<file path="src/rtl/ps2_device_tx.sv">
// Device-side PS/2 transmitter: byte FIFO feeding an 11-bit frame serialiser on generated ps2_clk/ps2_data.
// Latency: a byte pushed into an empty idle block shows its start bit on ps2_data two clk edges later.
// Backpressure: ready_out drops while the FIFO is full; frames are paced by CLK_DIV and GAP only.

// Small synchronous FIFO with combinational read of the head entry.
module ps2_tx_fifo #(
  parameter int DEPTH = 8,
  parameter int W     = 8
) (
  input  logic         clk,
  input  logic         rst,
  input  logic         push_vld,
  output logic         push_rdy,
  input  logic [W-1:0] push_dat,
  input  logic         pop,
  output logic [W-1:0] pop_dat,
  output logic         empty
);
  localparam int AW = $clog2(DEPTH);

  logic [W-1:0] mem_q [DEPTH];
  logic [AW:0]  wr_q, wr_d, rd_q, rd_d;
  logic         full, do_push, do_pop;

  // Extra pointer bit distinguishes full from empty when the indices match.
  assign full     = (wr_q[AW] != rd_q[AW]) && (wr_q[AW-1:0] == rd_q[AW-1:0]);
  assign empty    = (wr_q == rd_q);
  assign push_rdy = !full;
  assign do_push  = push_vld && !full;
  assign do_pop   = pop && !empty;
  assign pop_dat  = mem_q[rd_q[AW-1:0]];

  // Pointer advance; a push and a pop in one cycle both move.
  always_comb begin
    wr_d = wr_q;
    rd_d = rd_q;
    if (do_push) wr_d = wr_q + (AW+1)'(1);
    if (do_pop)  rd_d = rd_q + (AW+1)'(1);
  end

  // Pointer registers.
  always_ff @(posedge clk) begin
    if (rst) begin
      wr_q <= '0;
      rd_q <= '0;
    end else begin
      wr_q <= wr_d;
      rd_q <= rd_d;
    end
  end

  // Storage; contents need no reset since the pointers gate every read.
  always_ff @(posedge clk) begin
    if (do_push) mem_q[wr_q[AW-1:0]] <= push_dat;
  end
endmodule

module ps2_device_tx #(
  parameter int CLK_DIV    = 50,
  parameter int GAP        = 200,
  parameter int FIFO_DEPTH = 8
) (
  input  logic       clk,
  input  logic       rst,
  input  logic [7:0] data_in,
  input  logic       valid_in,
  output logic       ready_out,
  output logic       ps2_clk,
  output logic       ps2_data,
  output logic       busy
);
  localparam int DW = $clog2(CLK_DIV);
  localparam int GW = $clog2(GAP + 1);

  typedef enum logic [1:0] {ST_IDLE, ST_HIGH, ST_LOW, ST_GAP} state_t;

  state_t          state_q, state_d;
  logic [3:0]      idx_q, idx_d;
  logic [DW-1:0]   div_q, div_d;
  logic [GW-1:0]   gap_q, gap_d;
  logic [10:0]     frame_q, frame_d;
  logic            ps2_clk_q, ps2_clk_d;
  logic            ps2_data_q, ps2_data_d;
  logic            busy_q, busy_d;
  logic            fifo_pop, fifo_empty;
  logic [7:0]      fifo_dat;

  ps2_tx_fifo #(.DEPTH(FIFO_DEPTH), .W(8)) u_fifo (
    .clk      (clk),
    .rst      (rst),
    .push_vld (valid_in),
    .push_rdy (ready_out),
    .push_dat (data_in),
    .pop      (fifo_pop),
    .pop_dat  (fifo_dat),
    .empty    (fifo_empty)
  );

  // Next-state logic plus line values; the lines are registered from the current
  // state so they trail the state by one cycle and never see input paths.
  always_comb begin
    state_d    = state_q;
    idx_d      = idx_q;
    div_d      = div_q;
    gap_d      = gap_q;
    frame_d    = frame_q;
    fifo_pop   = 1'b0;
    case (state_q)
      ST_IDLE: begin
        if (!fifo_empty) begin
          fifo_pop = 1'b1;
          // stop, odd parity, d7..d0, start: bit 0 goes out first
          frame_d  = {1'b1, ~^fifo_dat, fifo_dat, 1'b0};
          idx_d    = 4'd0;
          div_d    = '0;
          state_d  = ST_HIGH;
        end
      end
      ST_HIGH: begin
        if (div_q == DW'(CLK_DIV - 1)) begin
          div_d   = '0;
          state_d = ST_LOW;
        end else begin
          div_d = div_q + DW'(1);
        end
      end
      ST_LOW: begin
        if (div_q == DW'(CLK_DIV - 1)) begin
          div_d = '0;
          if (idx_q < 4'd10) begin
            idx_d   = idx_q + 4'd1;
            state_d = ST_HIGH;
          end else begin
            gap_d   = '0;
            state_d = ST_GAP;
          end
        end else begin
          div_d = div_q + DW'(1);
        end
      end
      ST_GAP: begin
        if (gap_q == GW'(GAP - 1)) state_d = ST_IDLE;
        else                       gap_d   = gap_q + GW'(1);
      end
      default: state_d = ST_IDLE;
    endcase

    ps2_clk_d  = (state_q != ST_LOW);
    // frame_q/idx_q only change on HIGH entry, so data holds through LOW.
    ps2_data_d = (state_q == ST_HIGH || state_q == ST_LOW) ? frame_q[idx_q] : 1'b1;
    busy_d     = (state_q != ST_IDLE) || !fifo_empty;
  end

  // State and output registers; reset abandons any frame in flight.
  always_ff @(posedge clk) begin
    if (rst) begin
      state_q    <= ST_IDLE;
      idx_q      <= '0;
      div_q      <= '0;
      gap_q      <= '0;
      frame_q    <= '1;
      ps2_clk_q  <= 1'b1;
      ps2_data_q <= 1'b1;
      busy_q     <= 1'b0;
    end else begin
      state_q    <= state_d;
      idx_q      <= idx_d;
      div_q      <= div_d;
      gap_q      <= gap_d;
      frame_q    <= frame_d;
      ps2_clk_q  <= ps2_clk_d;
      ps2_data_q <= ps2_data_d;
      busy_q     <= busy_d;
    end
  end

  assign ps2_clk  = ps2_clk_q;
  assign ps2_data = ps2_data_q;
  assign busy     = busy_q;
endmodule

</file>
<file path="config.mk">
export PLATFORM = sky130hd
export DESIGN_NAME = ps2_device_tx
export DESIGN_NICKNAME = d
export VERILOG_FILES = /design/src/rtl/ps2_device_tx.sv
export SDC_FILE = /design/constraint.sdc
export NUM_CORES = 1
export LEC_CHECK = 0
export ABC_AREA = 1
export BUFFER_PORTS_ARGS = -buffer_cell sky130_fd_sc_hd__buf_4
export CAP_MARGIN = 20
export CELL_PAD_IN_SITES_DETAIL_PLACEMENT = 0
export CELL_PAD_IN_SITES_GLOBAL_PLACEMENT = 1
export CORE_UTILIZATION = 48
export CTS_CLUSTER_SIZE = 20
export DETAILED_ROUTE_END_ITERATION = 12
export GPL_TIMING_DRIVEN = 0
export PLACE_DENSITY = 0.82
export SYNTH_ARGS = -nofsm -noshare
export SYNTH_HDL_FRONTEND = slang
export SYNTH_HIERARCHICAL = 1
export SYNTH_SLANG_ARGS = --single-unit
</file>
<file path="constraint.sdc">
create_clock -name clk -period 2.09 [get_ports clk]
set_input_delay 0.1045 -clock clk [delete_from_list [all_inputs] [get_ports clk]]
set_output_delay 0.1045 -clock clk [all_outputs]
set_load 0.01 [all_outputs]
</file>
# Word-level counts from Yosys, hierarchy flattened
# Memories as Yosys holds them, arrays and structs flattened. A register that Yosys moved wholly into a read port is not among the register bits.
# Index checks and enable logic that the tools add are counted.
[totals] out_inout_bits=4 mem_count=1 regBits=41 latch_bits=0 word_cells=81 inputBits=11 romBits=0 ramBits=64
[classes] n_addsub=5 mux=25 n_bitwise=2 mul=0 n_shift=0 n_eq_ne=16 order_cmp=2 div_mod_pow=0 reduce_logical=20
[mem_list] memory="u_fifo.mem_q" depth=8 width=8 rd=1 rd_clocked_by_memory_dff=1 wr=1 line_no="21" text="logic [W-1:0] mem_q [DEPTH];"
[ops] cell="$mux W8" count=3
[ops] cell="$ne A2 B2 Y1 const B" count=8
[ops] cell="$pmux W8 S2" count=1
[ops] cell="$add A4 B1 Y4 const B" count=3
[ops] cell="$mux W4" count=3
[ops] cell="$mux W6" count=2
[ops] cell="$pmux W6 S2" count=1
[ops] cell="$reduce_and A4 Y1" count=3
[ops] cell="$mux W2" count=5
[ops] cell="$add A8 B1 Y8 const B" count=1
[ops] cell="$eq A8 B8 Y1 const B" count=1
[ops] cell="$pmux W2 S4" count=1
[ops] cell="$pmux W4 S2" count=1
[ops] cell="$reduce_bool A2 Y1" count=4
[ops] cell="$reduce_xnor A8 Y1" count=1
[ops] cell="$add A6 B1 Y6 const B" count=1
[ops] cell="$eq A6 B6 Y1 const B" count=1
[ops] cell="$mux W3" count=2
[ops] cell="$lt A4 B5 Y1 const B" count=1
[ops] cell="$mux W1" count=5
[ops] cell="$bmux W1 S4" count=1
[ops] cell="$eq A2 B2 Y1 const B" count=2
[ops] cell="$eq A4 B4 Y1" count=1
[ops] cell="$lt A4 B4 Y1 const B" count=1
[ops] cell="10 further kinds" count=17

# Logic depth before layout (Yosys ltp)
[logic_depth] word_depth=6 ltp_mapped=14 mapped_depth_nobuf=14

# Hierarchy
# The synthesis kept the hierarchy.
[by_module_without_submodules] mod="ps2_tx_fifo" instances=1 area_each_um2=3119.2 cells_each=297 seq_area_each_um2=2142.1
[by_module_without_submodules] mod="ps2_device_tx" instances=1 area_each_um2=1905.6 cells_each=277 seq_area_each_um2=660.6

# Worst setup path before layout
# No wires, ideal clock.
[synth_timing] kind="register to register" from="register u_fifo.wr_q[2]" to="register u_fifo.rd_q[3]" path_buffers=1 required_time_ps=1975 slack_ps=291 setup_ps=115 arrival_time_ps=1684 path_stages_with_launch=15 period_less_slack_ps=1799 path_cell_list="dfxtp_1 > inv_1 > nand2_1 > nand2_1 > inv_1 > nor2_1 > nand2_2 > inv_1 > nor2_2 > buf_2 > nand3_1 > nor2_1 > nand3_1 > nand2_1 > nor2_1"
[synth_between] elab_chain_len=4 word_cells_on_any_way=5 cone_classes="1 x eq/ne; 2 x mux; 2 x reduce/logical"
[synth_rtl] element="start: declaration" line_no="22" text="logic [AW:0] wr_q, wr_d, rd_q, rd_d;"
[synth_rtl] element="start signal: assignment" line_no="47" text="wr_q <= wr_d;"
[synth_rtl] element="$eq A4 B4 Y1" line_no="27" text="assign empty = (wr_q == rd_q);"
[synth_rtl] element="net fifo_empty" line_no="85" text="logic fifo_pop, fifo_empty;"
[synth_rtl] element="$mux W1" line_no="110" text="if (!fifo_empty) begin"
[synth_rtl] element="$mux W1" line_no="108" text="case (state_q)"
[synth_rtl] element="net fifo_pop" line_no="85"
[synth_rtl] element="$logic_and A1 B1 Y1" line_no="30" text="assign do_pop = pop && !empty;"
[synth_rtl] element="end signal: assignment" line_no="48" text="rd_q <= rd_d;"
[synth_rtl] element="end: declaration" line_no="22"
# The timed path passes the listed nets, and every way through them passes these cells.
# A chain may end at the register's enable or synchronous reset.

==> impl_metrics.yaml <==
power:
  p_int_w: 0.00404
  switching_share_pct: 37.2
  pwr-share-clk_pct: 21.6
  powerDensity_mw_per_mm2: 1140
  switching_power_w: 0.00239
  p_total_w: 0.00643
  peakVddDrop_uv: 1000
  pwr-share-seq_pct: 40.6
  combPwrFrac_pct: 37.8
  p_leak_nw: 2.21
route:
  wirelength_um: 9800
  first_pass_iters: 4
  vias_per_cell: 4.97
  drc: 0
  ant_nets: 0
  wl_per_cell_um: 13.1
  via_count: 3718
  drt-initial-drc-count: 129
layout:
  fin_area_sq_mm: 0.00566
  final_common_cell: "nand2_1"
  syn2layout_area_growth_pct: 12.6
  layout.nets: 631
  drive_gt1_share_pct: 11.7
  final_util_pct: 56.8
  final_cell_mix: "nand2_1 (118), nor2_1 (97), edfxtp_1 (64)"
  n_antenna_cell: 0
floorplan:
  initial_utilization_pct: 50.5
  rows: 36
  fp.dieW_um: 104
  coreArea_sq_mm: 0.00995
  die_h_um: 104
  die_area_sq_mm: 0.0109
  num_io_pins: 15
worst_setup_path:
  crit_fanout: 10
  cp.required_ns: 2.35
  critPathCaptureType: "register"
  path_class: "reg2reg"
  worst_setup_path_start_kind: "register"
  crit_arrival_ns: 2.25
logic_synthesis:
  synth_area_sq_mm: 0.00502
  syn_avg_cell_area_sq_um: 8.75
  netlist_instances: 574
  synth_fp_nets: 595
  yosys_warnings: 6
  synth_top_flop_cell: "edfxtp_1"
  ys_seq_area_share_pct: 55.8
  ys_types: 39
  synth_edf_count: 64
  synth-seq-cells: 108
  async_reset_ff_share_pct: 0
timing:
  max_freq_mhz: 504
  finalCritPeriodShare_pct: 94.9
  hold_viol_final: 0
  slew_viol_final: 0
  rsz0062_at_grt: "yes"
  maxSlewHeadroom_pct: 48.5
  period_needed_ns: 1.98
  finClkSkew_ns: 0.0101
  finalSetupViolCount: 0
  tightestPinTransition_ns: 0.770
  fin_ws_ns: 0.107
  fin_setup_tns_ns: 0
status:
  outcome: "completed"
clock_network:
  path_clk_slew_ns: 0.10
  cts_tree: "yes"
  cts_max_level: 3
  clockBufferDepth: 2
  cts_buffers: 9
  clk_latency_ns: 0.37
  cts_root_buffer: "clkbuf_8"
  clock-sinks: 108
global_routing:
  antenna_found_initial: 0
  grt_pass1_wl_um: 16600
  met3_usage_pct: 5.70
  gr-total-overflow: 0
  grt_max_degree: 19
  grt_use_met1_pct: 23.5
  grt_usage_pct: 19.5
  grt_pass1_vias: 3646
  busiest_layer: "met2"
  grt_use_met2_pct: 33.8
placement:
  place_ws_ns: -0.109
  dpl.hpwl_um: 7100
  routabilityCongestion: 0.790
  place_area_sq_mm: 0.00530
  portBuffers: 14
flow_run:
  drv_cap: 0
min_path:
  hold_class: "in2reg"
  min_from: "rst"
[cell families after synthesis]
group	synth area share [%]
simple gates	23.1
flops	55.8
buf+inv	5.90
xor+xnor	1.74
fa+ha+maj	2.49
compound gates	11.0
[worst max-delay path, cell delays in order, from the launching register on]
cell and delay, ns:
dfxtp_2 0.40, inv_1 0.10, clkbuf_2 0.19, o21ai_0 0.27, o21ai_0 0.14, nand2_1 0.07
nand2_1 0.08, xnor2_1 0.25, xor2_1 0.19, nand2_1 0.07, nand3_1 0.06, nand2_1 0.05
[power groups by stage]
stage	registers [W]	logic [W]	clock network [W]
finish	0.00261	0.00243	0.00139
global route	0.00264	0.00277	0.00152
CTS	0.00261	0.00234	0.00145
detailed placement	0.00266	0.00229	0
global placement	0.00265	0.00225	0
floorplan	0.00262	0.00176	0
[synth_stat cells, types with 5 or more instances]
cell | count | area share (%)
a21oi_1 | 26 | 2.6
buf_2 | 8 | 0.80
clkbuf_1 | 7 | 0.52
dfxtp_1 | 44 | 18
edfxtp_1 | 64 | 38
ha_1 | 10 | 2.5
inv_1 | 53 | 4.0
nand2_1 | 119 | 8.9
nand3_1 | 34 | 3.4
nor2_1 | 100 | 7.5
o211ai_1 | 7 | 1.0
o21ai_0 | 53 | 5.3
o21ai_1 | 6 | 0.60
xnor2_1 | 5 | 0.87
xor2_1 | 5 | 0.87
[area by class of cell]
class	instances	area, sq um
clock inverters	7	96.3
flip-flops and latches	108	2810
multi-input cells	392	1950
clock buffers	9	124
inverters	57	215
plain buffers	17	91.3
repair buffers	25	208
fillers	923	4300
well taps	133	166
[per-stage QoR]
step                hold WS [ns]  cells
detailed placement         0.347    721
finish                    0.0250    748
global route             0.00367    748
floorplan                  0.203    574
global placement           0.340    721
CTS                     0.000933    745
[sequential cells by signal (all words and copies together), names as in the netlist, named ones only]
name and cells:
ps2_clk 1, div_q 6, frame_q 10, gap_q 8
u_fifo/mem_q 64, state_q 2, ps2_data 1, idx_q 4
busy 1, u_fifo/rd_q 4, u_fifo/wr_q 4
[timing repair]
action	4_1_cts	5_1_grt
hold buffers	8	0
gates resized for setup	5	21
endpoints found under the setup margin	7	69
hold endpoints to repair	64	0
pin swaps	0	1
setup buffers	0	3
[per-layer routing]
layer	vias to the layer above	wire length (um)	part of all wire [%]
li1	1962	-	-
met1	1697	4590	47
met2	51	4850	50
met3	8	268	2.7
met4	0	89	0.91
met5	-	0	0
[worst paths after layout]
kind	endpoint	slack (ns)	depth (start not counted)
worst max-delay path	frame_q[9]$_SDFFE_PP1P_	0.11	11
worst min-delay path	ps2_clk$_SDFF_PP1_	0.03	3
worst max register to register	frame_q[9]$_SDFFE_PP1P_	0.11	11
worst min register to register	gap_q[6]$_SDFFE_PP0P_	0.47	2
(Power assumes the default switching activity.)
